**src/rtl/vortex_ctrl_csr_bank.sv**
```systemverilog
// Control/status register bank for NUM_CH Vortex channels: per-channel launch/run FSM with
// launch timeout, sticky DONE/ERR, run-cycle counter, interrupt, and a registered read path.
module vortex_ctrl_csr_bank #(
  parameter int          NUM_CH         = 4,
  parameter logic [31:0] BASE_ADDR      = 32'h8000_0000,
  parameter int          CYC_W          = 32,
  parameter int          LAUNCH_TIMEOUT = 1024
) (
  input  logic              clk,
  input  logic              reset,
  input  logic [NUM_CH-1:0] busy,
  output logic [NUM_CH-1:0] start,
  output logic              irq,
  input  logic [31:0]       addr,
  input  logic [31:0]       wdata,
  input  logic              ren,
  input  logic              wen,
  input  logic [3:0]        byte_en,
  output logic [31:0]       rdata,
  output logic              bus_busy
);

  localparam int                LCNT_W    = $clog2(LAUNCH_TIMEOUT);
  localparam logic [LCNT_W-1:0] LCNT_LAST = LCNT_W'(LAUNCH_TIMEOUT - 1);

  typedef enum logic [1:0] {
    CH_IDLE   = 2'd0,
    CH_LAUNCH = 2'd1,
    CH_RUN    = 2'd2
  } ch_state_e;

  typedef enum logic {
    BUS_IDLE,
    BUS_RDATA
  } bus_state_e;

  ch_state_e         state_q  [NUM_CH];
  ch_state_e         state_d  [NUM_CH];
  logic [CYC_W-1:0]  cycles_q [NUM_CH];
  logic [CYC_W-1:0]  cycles_d [NUM_CH];
  logic [LCNT_W-1:0] lcnt_q   [NUM_CH];
  logic [LCNT_W-1:0] lcnt_d   [NUM_CH];

  logic [NUM_CH-1:0] busy_q, done_q, err_q, irq_en_q;
  logic [NUM_CH-1:0] done_d, err_d, irq_en_d;
  logic [NUM_CH-1:0] done_set, err_set, launch_clr;
  logic [NUM_CH-1:0] ch_sel, start_wr, abort_wr, done_clr, err_clr, irq_en_wr;

  bus_state_e  bus_state_q, bus_state_d;
  logic        rd_capture;
  logic [31:0] rd_val;

  logic       in_window;
  logic [3:0] addr_ch;
  logic [1:0] addr_reg;
  logic       unused_ok;

  assign addr_ch   = addr[7:4];
  assign addr_reg  = addr[3:2];
  assign in_window = (addr[31:8] == BASE_ADDR[31:8]) && ({28'd0, addr_ch} < 32'(NUM_CH));
  assign unused_ok = ^{addr[1:0], wdata[31:9], wdata[7:4], byte_en[3:2]};

  // ABORT takes precedence over START when both bits arrive in one write.
  always_comb begin
    ch_sel    = '0;
    start_wr  = '0;
    abort_wr  = '0;
    done_clr  = '0;
    err_clr   = '0;
    irq_en_wr = '0;
    for (int i = 0; i < NUM_CH; i++) begin
      ch_sel[i]    = wen && in_window && (addr_ch == 4'(i));
      start_wr[i]  = ch_sel[i] && (addr_reg == 2'd0) && byte_en[0] && wdata[0] && !wdata[1];
      abort_wr[i]  = ch_sel[i] && (addr_reg == 2'd0) && byte_en[0] && wdata[1];
      irq_en_wr[i] = ch_sel[i] && (addr_reg == 2'd0) && byte_en[1];
      done_clr[i]  = ch_sel[i] && (addr_reg == 2'd1) && byte_en[0] && wdata[2];
      err_clr[i]   = ch_sel[i] && (addr_reg == 2'd1) && byte_en[0] && wdata[3];
    end
  end

  always_comb begin
    done_set   = '0;
    err_set    = '0;
    launch_clr = '0;
    done_d     = done_q;
    err_d      = err_q;
    irq_en_d   = irq_en_q;
    for (int i = 0; i < NUM_CH; i++) begin
      state_d[i]  = state_q[i];
      cycles_d[i] = cycles_q[i];
      lcnt_d[i]   = lcnt_q[i];
      case (state_q[i])
        CH_IDLE: begin
          if (start_wr[i]) begin
            state_d[i]    = CH_LAUNCH;
            cycles_d[i]   = '0;
            lcnt_d[i]     = '0;
            launch_clr[i] = 1'b1;
          end
        end
        CH_LAUNCH: begin
          if (abort_wr[i]) begin
            state_d[i] = CH_IDLE;
            err_set[i] = 1'b1;
          end else if (busy_q[i]) begin
            state_d[i] = CH_RUN;
          end else if (lcnt_q[i] == LCNT_LAST) begin
            state_d[i] = CH_IDLE;
            err_set[i] = 1'b1;
          end else begin
            lcnt_d[i] = lcnt_q[i] + LCNT_W'(1);
          end
        end
        CH_RUN: begin
          if (cycles_q[i] != {CYC_W{1'b1}}) cycles_d[i] = cycles_q[i] + CYC_W'(1);
          if (abort_wr[i]) begin
            state_d[i] = CH_IDLE;
            err_set[i] = 1'b1;
          end else if (!busy_q[i]) begin
            state_d[i]  = CH_IDLE;
            done_set[i] = 1'b1;
          end
        end
        default: state_d[i] = CH_IDLE;
      endcase
      // A hardware set beats a software W1C landing on the same edge.
      if (done_set[i])                     done_d[i] = 1'b1;
      else if (launch_clr[i] || done_clr[i]) done_d[i] = 1'b0;
      if (err_set[i])                      err_d[i] = 1'b1;
      else if (launch_clr[i] || err_clr[i])  err_d[i] = 1'b0;
      if (irq_en_wr[i]) irq_en_d[i] = wdata[8];
    end
  end

  always_ff @(posedge clk or posedge reset) begin
    if (reset) begin
      busy_q   <= '0;
      done_q   <= '0;
      err_q    <= '0;
      irq_en_q <= '0;
      for (int i = 0; i < NUM_CH; i++) begin
        state_q[i]  <= CH_IDLE;
        cycles_q[i] <= '0;
        lcnt_q[i]   <= '0;
      end
    end else begin
      busy_q   <= busy;
      done_q   <= done_d;
      err_q    <= err_d;
      irq_en_q <= irq_en_d;
      for (int i = 0; i < NUM_CH; i++) begin
        state_q[i]  <= state_d[i];
        cycles_q[i] <= cycles_d[i];
        lcnt_q[i]   <= lcnt_d[i];
      end
    end
  end

  always_comb begin
    start = '0;
    for (int i = 0; i < NUM_CH; i++) start[i] = (state_q[i] != CH_IDLE);
  end

  assign irq = |(irq_en_q & (done_q | err_q));

  always_comb begin
    rd_val = '0;
    for (int i = 0; i < NUM_CH; i++) begin
      if (in_window && (addr_ch == 4'(i))) begin
        case (addr_reg)
          2'd0:    rd_val[8] = irq_en_q[i];
          2'd1:    rd_val[5:0] = {state_q[i], err_q[i], done_q[i], state_q[i] == CH_RUN, busy_q[i]};
          2'd2:    rd_val[CYC_W-1:0] = cycles_q[i];
          default: rd_val = '0;
        endcase
      end
    end
  end

  // A write always wins over a simultaneous read, so only a pure read stalls the bus.
  assign rd_capture = (bus_state_q == BUS_IDLE) && ren && !wen;
  assign bus_busy   = rd_capture;

  always_comb begin
    bus_state_d = BUS_IDLE;
    case (bus_state_q)
      BUS_IDLE:  bus_state_d = rd_capture ? BUS_RDATA : BUS_IDLE;
      BUS_RDATA: bus_state_d = BUS_IDLE;
      default:   bus_state_d = BUS_IDLE;
    endcase
  end

  always_ff @(posedge clk or posedge reset) begin
    if (reset) begin
      bus_state_q <= BUS_IDLE;
      rdata       <= '0;
    end else begin
      bus_state_q <= bus_state_d;
      if (rd_capture) rdata <= rd_val;
    end
  end

endmodule

```
**config.mk**
```make
export PLATFORM = sky130hd
export DESIGN_NAME = vortex_ctrl_csr_bank
export DESIGN_NICKNAME = d
export VERILOG_FILES = /design/src/rtl/vortex_ctrl_csr_bank.sv
export SDC_FILE = /design/constraint.sdc
export NUM_CORES = 1
export LEC_CHECK = 0
export BUFFER_PORTS_ARGS = -buffer_cell sky130_fd_sc_hd__clkbuf_2
export CORE_ASPECT_RATIO = 0.7
export CORE_MARGIN = 2
export CORE_UTILIZATION = 45
export CTS_CLUSTER_DIAMETER = 50
export DETAILED_ROUTE_END_ITERATION = 10
export GPL_TIMING_DRIVEN = 0
export HOLD_SLACK_MARGIN = 0.02
export PLACE_DENSITY_LB_ADDON = 0.25
export RECOVER_POWER = 50
export SYNTH_ARGS = -nofsm -noshare
export SYNTH_HDL_FRONTEND = slang
export SYNTH_SLANG_ARGS = --single-unit
```
**constraint.sdc**
```tcl
create_clock -name clk -period 6.7 [get_ports clk]
set_input_delay 0.335 -clock clk [delete_from_list [all_inputs] [get_ports clk]]
set_output_delay 0.335 -clock clk [all_outputs]
set_load 0.03 [all_outputs]
```
==> flow_metrics.py, run 1 <==
metrics = {
    "synthesis": {
        "syn_avg_cell_area_um2": 8.67,
        "synth-xor-area-share_pct": 2.09,
        "syn-num-nets": 1600,
        "synth_top_family_by_area": "simple AND/OR/NAND/NOR gates",
        "synth-simple-area-share_pct": 26.3,
        "ys_seq_elements": 225,
        "synth-compound-area-share_pct": 21.5,
        "synth_edf_count": 0,
        "synthMuxAreaShare_pct": 1.12,
        "synth.largest_area_cell": "dfrtp_1",
        "ys.flop_type": "dfrtp_1",
        "synthArstFlopShare_pct": 100,
        "synth_cells": 1500,
        "synth_fa_ha_area_share_pct": 2.31,
        "yosysTopAreaCellShare_pct": 43.3,
        "synth_warnings": 0,
        "synth.area.top_cells": "dfrtp_1 (43%), nand2_1 (4.3%), o21ai_0 (4.1%)",
        "syn_area_mm2": 0.0130,
        "synth_cell_type_count": 71,
        "ys_seq_area_share_pct": 43.3,
    },
    "critical_path": {
        "crit_path_start_kind": "input port",
        "crit_path_end_kind": "asynchronous set/reset pin",
        "worst-endpoint-arrival_ns": 3.92,
        "setup.worst_path.class": "in2async",
        "cp.required_ns": 6.69,
        "worstPathMaxFanout": 115,
    },
    "clock_tree": {
        "cts_hold_buf": 5,
        "post_cts_resized": 0,
        "cts_made_buffers": 26,
        "clk_pin_slew_ns": 0.06,
        "h-tree-depth": 1,
        "cts_tree": "done",
        "numClockSinks": 225,
        "cts_buffer_depth": 3,
        "cts-root-buf": "clkbuf_16",
        "cts_setup_buffers": 0,
        "insertion_delay_ns": 0.55,
    },
    "place": {
        "post-place-ws_ns": 2.99,
        "portBuffers": 82,
        "dp_cells": 1961,
        "hpwl_mm": 33.4,
        "placed_cell_area_mm2": 0.0139,
        "routabilityCongestion": 1.01,
    },
    "routing": {
        "postRouteAntennaNets": 0,
        "wl_per_cell_um": 22.0,
        "via_per_inst": 6.35,
        "drt-initial-drc-count": 1618,
        "drt_wl_total_mm": 44.2,
        "num_vias": 12800,
        "drtPass1Iterations": 6,
        "drc": 0,
    },
    "sta": {
        "rsz0062_at_grt": "false",
        "tns_ns": 0,
        "finClkSkew_ns": 0.0113,
        "tightest_slew_ns": 3.02,
        "slew_viol_final": 116,
        "fmax_mhz": 255,
        "whs_ns": 0.170,
        "relSlewSlack_pct": -101,
        "fin_ws_ns": 2.77,
        "finalCritPeriodShare_pct": 58.6,
        "finalSetupViolCount": 0,
        "period_needed_ns": 3.93,
        "hold_viol_final": 0,
    },
    "layout": {
        "antenna_cells": 0,
        "final_common_cell": "dfrtp_1",
        "stdcell_area_mm2": 0.0148,
        "area_growth_pct": 13.7,
        "final_layout_size_suffix_gt1_share_pct": 8.32,
        "fillers": 2702,
        "nets": 1716,
        "final_util_pct": 51.5,
        "most-common-layout-cells": "dfrtp_1 (225), nand2_1 (149), nor2_1 (120)",
        "instances_no_fill": 2012,
    },
    "power": {
        "ir_worst_vdd_v": 0.000220,
        "p_leak_nw": 5.84,
        "p_total_mw": 4.20,
        "p_per_area_mw_per_mm2": 284,
    },
    "run_status": {
        "status": "finished, violations left",
        "violations": "max-capacitance violations, max-slew violations",
    },
    "die": {
        "dieArea_mm2": 0.0303,
        "design.core.area_mm2": 0.0287,
        "start_util_pct": 45.4,
        "die_w_um": 207,
        "row_count": 52,
        "io_pins": 114,
        "die_h_um": 146,
    },
    "worst_hold_path": {
        "hold_class": "in2reg",
    },
    "global_routing": {
        "grt_pass1_wl_mm": 68.8,
        "grt_pass1_vias": 11600,
        "globalRoute.totalOverflow": 0,
        "antenna_found_initial": 1,
        "track_usage_pct": 29.1,
        "grt_max_degree": 116,
    },
    "run": {
        "maxCapViolCount": 1,
    },
}
## report_power, final
part,switching [mW],internal (mW),total (mW)
combinational,0.762,0.307,1.07
clock,0.607,0.873,1.48
sequential,0.164,1.49,1.65
total,1.53,2.67,4.20
## critical path: stages
cell and delay [ns]:
dlygate4sd3_1 0.53, clkbuf_1 0.15, inv_8 0.55, clkbuf_2 2.08
## area by class of cell
| class | instances | area, µm² | share of cell area [%] |
|---|---|---|---|
| timing repair buffer | 88 | 423 | 2.86 |
| sequential | 225 | 5630 | 38.1 |
| clock inverter | 13 | 150 | 1.02 |
| inverter | 43 | 169 | 1.14 |
| clock buffer | 33 | 718 | 4.86 |
| tap | 378 | 473 | 3.20 |
| buffer | 71 | 278 | 1.88 |
| multi-input combinational | 1161 | 6950 | 47.0 |
## registers in the layout (all words and copies together) (netlist names), 4 cells and up
| register | cells |
|---|---|
| irq_en_q | 4 |
| cycles_q | 128 |
| err_q | 4 |
| lcnt_q | 40 |
| done_q | 4 |
| rdata | 32 |
| state_q | 8 |
| busy_q | 4 |
## cell usage after synthesis (3+ instances only)
cell / n
o41ai_1: 7
nand3_2: 3
o32ai_1: 6
a31oi_1: 47
nand3_1: 87
o22a_1: 8
or2_2: 11
dfrtp_1: 225
and3_1: 34
o211ai_1: 7
a21o_1: 3
inv_1: 42
buf_2: 9
nand2_1: 149
xnor2_1: 11
o21ai_0: 106
and4_1: 18
a22oi_1: 63
o21ai_1: 22
and2_1: 21
xor2_1: 20
nor2b_1: 7
mux2_2: 4
o31a_1: 4
nand2b_1: 11
clkbuf_1: 62
o21a_1: 3
a22o_1: 10
nor2_1: 120
a21oi_1: 82
nor4_1: 24
or3_1: 55
ha_1: 24
nor3_1: 32
or4_1: 17
nand4_1: 56
a221oi_1: 6
o31ai_1: 30
or4_4: 3
mux2i_1: 10
## kinds of logic (layout without fill, tap and decap cells)
| logic type | Yosys count | in the layout |
|---|---|---|
| buffers and inverters | 114 | 248 |
| adder cells (fa/ha/maj) | 24 | 24 |
| multiplexers | 14 | 14 |
| AND/OR/NAND/NOR | 661 | 661 |
| XOR/XNOR | 31 | 31 |
| flip-flops | 225 | 225 |
| AO/OA/AOI/OAI | 431 | 431 |
## metal layers
layer / GRT usage (%) / vias to the layer above / wire length, µm
li1: - / 5882 / -
met1: 45.3 / 6236 / 20600
met2: 38.0 / 595 / 17200
met3: 9.57 / 68 / 5360
met4: 7.29 / 2 / 1100
met5: 0 / - / 12
## final timing paths
check | depth (start not counted) | slack (ns) | to | startpoint
max | 4 | 2.77 | busy_q[1]$_DFF_PP0_ | reset
max in group clk | 10 | 3.48 | cycles_q[24]$_DFFE_PP0P_ | addr[2]
min | 2 | 0.17 | irq_en_q[3]$_DFFE_PP0P_ | wdata[8]
min reg2reg | 2 | 0.49 | rdata[0]$_DFFE_PP0P_ | rdata[0]$_DFFE_PP0P_
min in group asynchronous | 3 | 0.50 | rdata[4]$_DFFE_PP0P_ | reset
max reg2reg | 8 | 3.61 | cycles_q[76]$_DFFE_PP0P_ | cycles_q[64]$_DFFE_PP0P_
Note: power is estimated with default switching activity, not from simulation.
==> run 2, diff against run 1 <==
==> constraint.sdc (replaced) <==
create_clock -name clk -period 3.6 [get_ports clk]
set_input_delay 0.18 -clock clk [delete_from_list [all_inputs] [get_ports clk]]
set_output_delay 0.18 -clock clk [all_outputs]
set_load 0.03 [all_outputs]
==> flow_metrics.py, run 2 (same netlist as run 1, synthesis figures left out) <==
metrics = {
    "power": {
        "p_leak_nw": 5.87,
        "p_per_area_mw_per_mm2": 528,
        "ir_worst_vdd_v": 0.000297,
    },
    "layout": {
        "antenna_cells": 0,
        "final_common_cell": "dfrtp_1",
        "stdcell_area_mm2": 0.0149,
        "final_layout_size_suffix_gt1_share_pct": 8.41,
        "largestRegisters": "cycles_q x128, lcnt_q x40, rdata x32",
        "largest_register_ffs": 128,
        "nets": 1722,
        "top_register": "cycles_q",
        "most-common-layout-cells": "dfrtp_1 (225), nand2_1 (149), nor2_1 (120)",
        "area_growth_pct": 14.4,
        "fillers": 2701,
        "instances_no_fill": 2018,
    },
    "clock_tree": {
        "cts_buffer_depth": 3,
        "insertion_delay_ns": 0.55,
        "cts_hold_buf": 6,
        "numClockSinks": 225,
        "cts_setup_buffers": 0,
        "clk_pin_slew_ns": 0.06,
        "cts_made_buffers": 26,
        "h-tree-depth": 1,
        "cts_tree": "done",
        "post_cts_resized": 0,
        "cts-root-buf": "clkbuf_16",
    },
    "place": {
        "dp_cells": 1966,
        "hpwl_mm": 33.8,
        "portBuffers": 82,
        "post-place-ws_ns": -0.0108,
        "placed_cell_area_mm2": 0.0140,
        "routabilityCongestion": 1.00,
    },
    "global_routing": {
        "grt_pass1_wl_mm": 69.9,
        "grt_max_degree": 42,
        "grt_pass1_vias": 11900,
        "globalRoute.totalOverflow": 0,
        "antenna_found_initial": 0,
        "track_usage_pct": 29.3,
    },
    "sta": {
        "fmax_mhz": 308,
        "rsz0062_at_grt": "false",
        "relSlewSlack_pct": -43.6,
        "finClkSkew_ns": 0.0127,
        "finalCritPeriodShare_pct": 90.1,
        "tns_ns": 0,
        "slew_viol_final": 72,
        "finalSetupViolCount": 0,
        "hold_viol_final": 0,
        "whs_ns": 0.119,
        "fin_ws_ns": 0.356,
        "period_needed_ns": 3.24,
        "tightest_slew_ns": 2.15,
    },
    "critical_path": {
        "cp.required_ns": 3.99,
        "path_delay_family": "buffers and inverters",
        "setup.worst_path.class": "in2reg",
        "worstPathMaxFanout": 10,
        "critPathMaxStageDelay_ns": 0.55,
        "path_cells": "clkbuf_2, inv_1, ha_1, and3_1, nand3_1, clkbuf_1, nor4_1, clkbuf_1, clkbuf_1, a21oi_1",
        "critPathMostFrequentCell": "clkbuf_1",
        "cpMaxStageDelayCell": "clkbuf_1",
        "crit_path_end_kind": "flip-flop",
        "crit_path_start_kind": "input port",
        "cp_num_buf_inv": 5,
        "worst-endpoint-arrival_ns": 3.64,
    },
    "die": {
        "row_count": 52,
        "start_util_pct": 45.4,
        "die_h_um": 146,
        "io_pins": 114,
        "die_w_um": 207,
        "design.core.area_mm2": 0.0287,
        "dieArea_mm2": 0.0303,
    },
    "routing": {
        "postRouteAntennaNets": 0,
        "drt_wl_total_mm": 45.0,
        "drt-initial-drc-count": 1666,
        "num_vias": 12900,
        "drc": 0,
        "drtPass1Iterations": 6,
        "via_per_inst": 6.40,
        "wl_per_cell_um": 22.3,
    },
    "run_status": {
        "violations": "max-capacitance violations, max-slew violations",
        "status": "finished, violations left",
    },
    "worst_hold_path": {
        "hold_class": "in2reg",
    },
    "run": {
        "maxCapViolCount": 2,
    },
}
-- run 2: metrics by stage --
stage,util (%),power (mW)
after detailed placement,48.9,5.09
final,51.9,7.86
after global placement,48.4,5.02
after global routing,51.9,8.21
after CTS,52.2,7.86
after floorplan,-,4.36
-- run 2: layer usage --
metal  part of all wire, %  vias up  track usage [%]  wire length, µm
li1                      -     5889                -                -
met1                    46     6312             46.5            20600
met2                    39      654             39.2            17800
met3                    12       63             6.54             5430
met4                   2.6        0             8.00             1170
met5                     0        -                0                0
-- run 2: report_power, final --
group,internal (mW),switching (mW),leakage (nW)
Clock,1.67,1.11,0.427
Sequential,2.77,0.305,2.98
Combinational,0.579,1.43,2.46
Total,5.01,2.85,5.87
-- run 2: final timing paths --
check,from,to,slack (ns),cells past startpoint
worst max register to register,cycles_q[64]$_DFFE_PP0P_,cycles_q[78]$_DFFE_PP0P_,0.45,8
max in group asynchronous,reset,cycles_q[9]$_DFFE_PP0P_,0.78,6
worst min register to register,rdata[0]$_DFFE_PP0P_,rdata[0]$_DFFE_PP0P_,0.48,2
min in group asynchronous,reset,lcnt_q[15]$_DFFE_PP0P_,0.23,3
worst min-delay path,ren,bus_state_q$_DFF_PP0_,0.12,3
worst max-delay path,addr[3],cycles_q[105]$_DFFE_PP0P_,0.36,10
-- run 2: worst min-delay path: stages --
cell and delay, ns:
clkbuf_2 0.08, nand2_1 0.24, inv_1 0.12
-- run 2: cell type report --
class | instances | area [µm²] | share of cell area, %
tap | 378 | 473 | 3.18
buffer | 71 | 278 | 1.87
timing repair buffer | 94 | 508 | 3.41
inverter | 43 | 163 | 1.09
clock buffer | 37 | 753 | 5.06
clock inverter | 9 | 129 | 0.866
sequential | 225 | 5630 | 37.8
multi-input combinational | 1161 | 6950 | 46.7
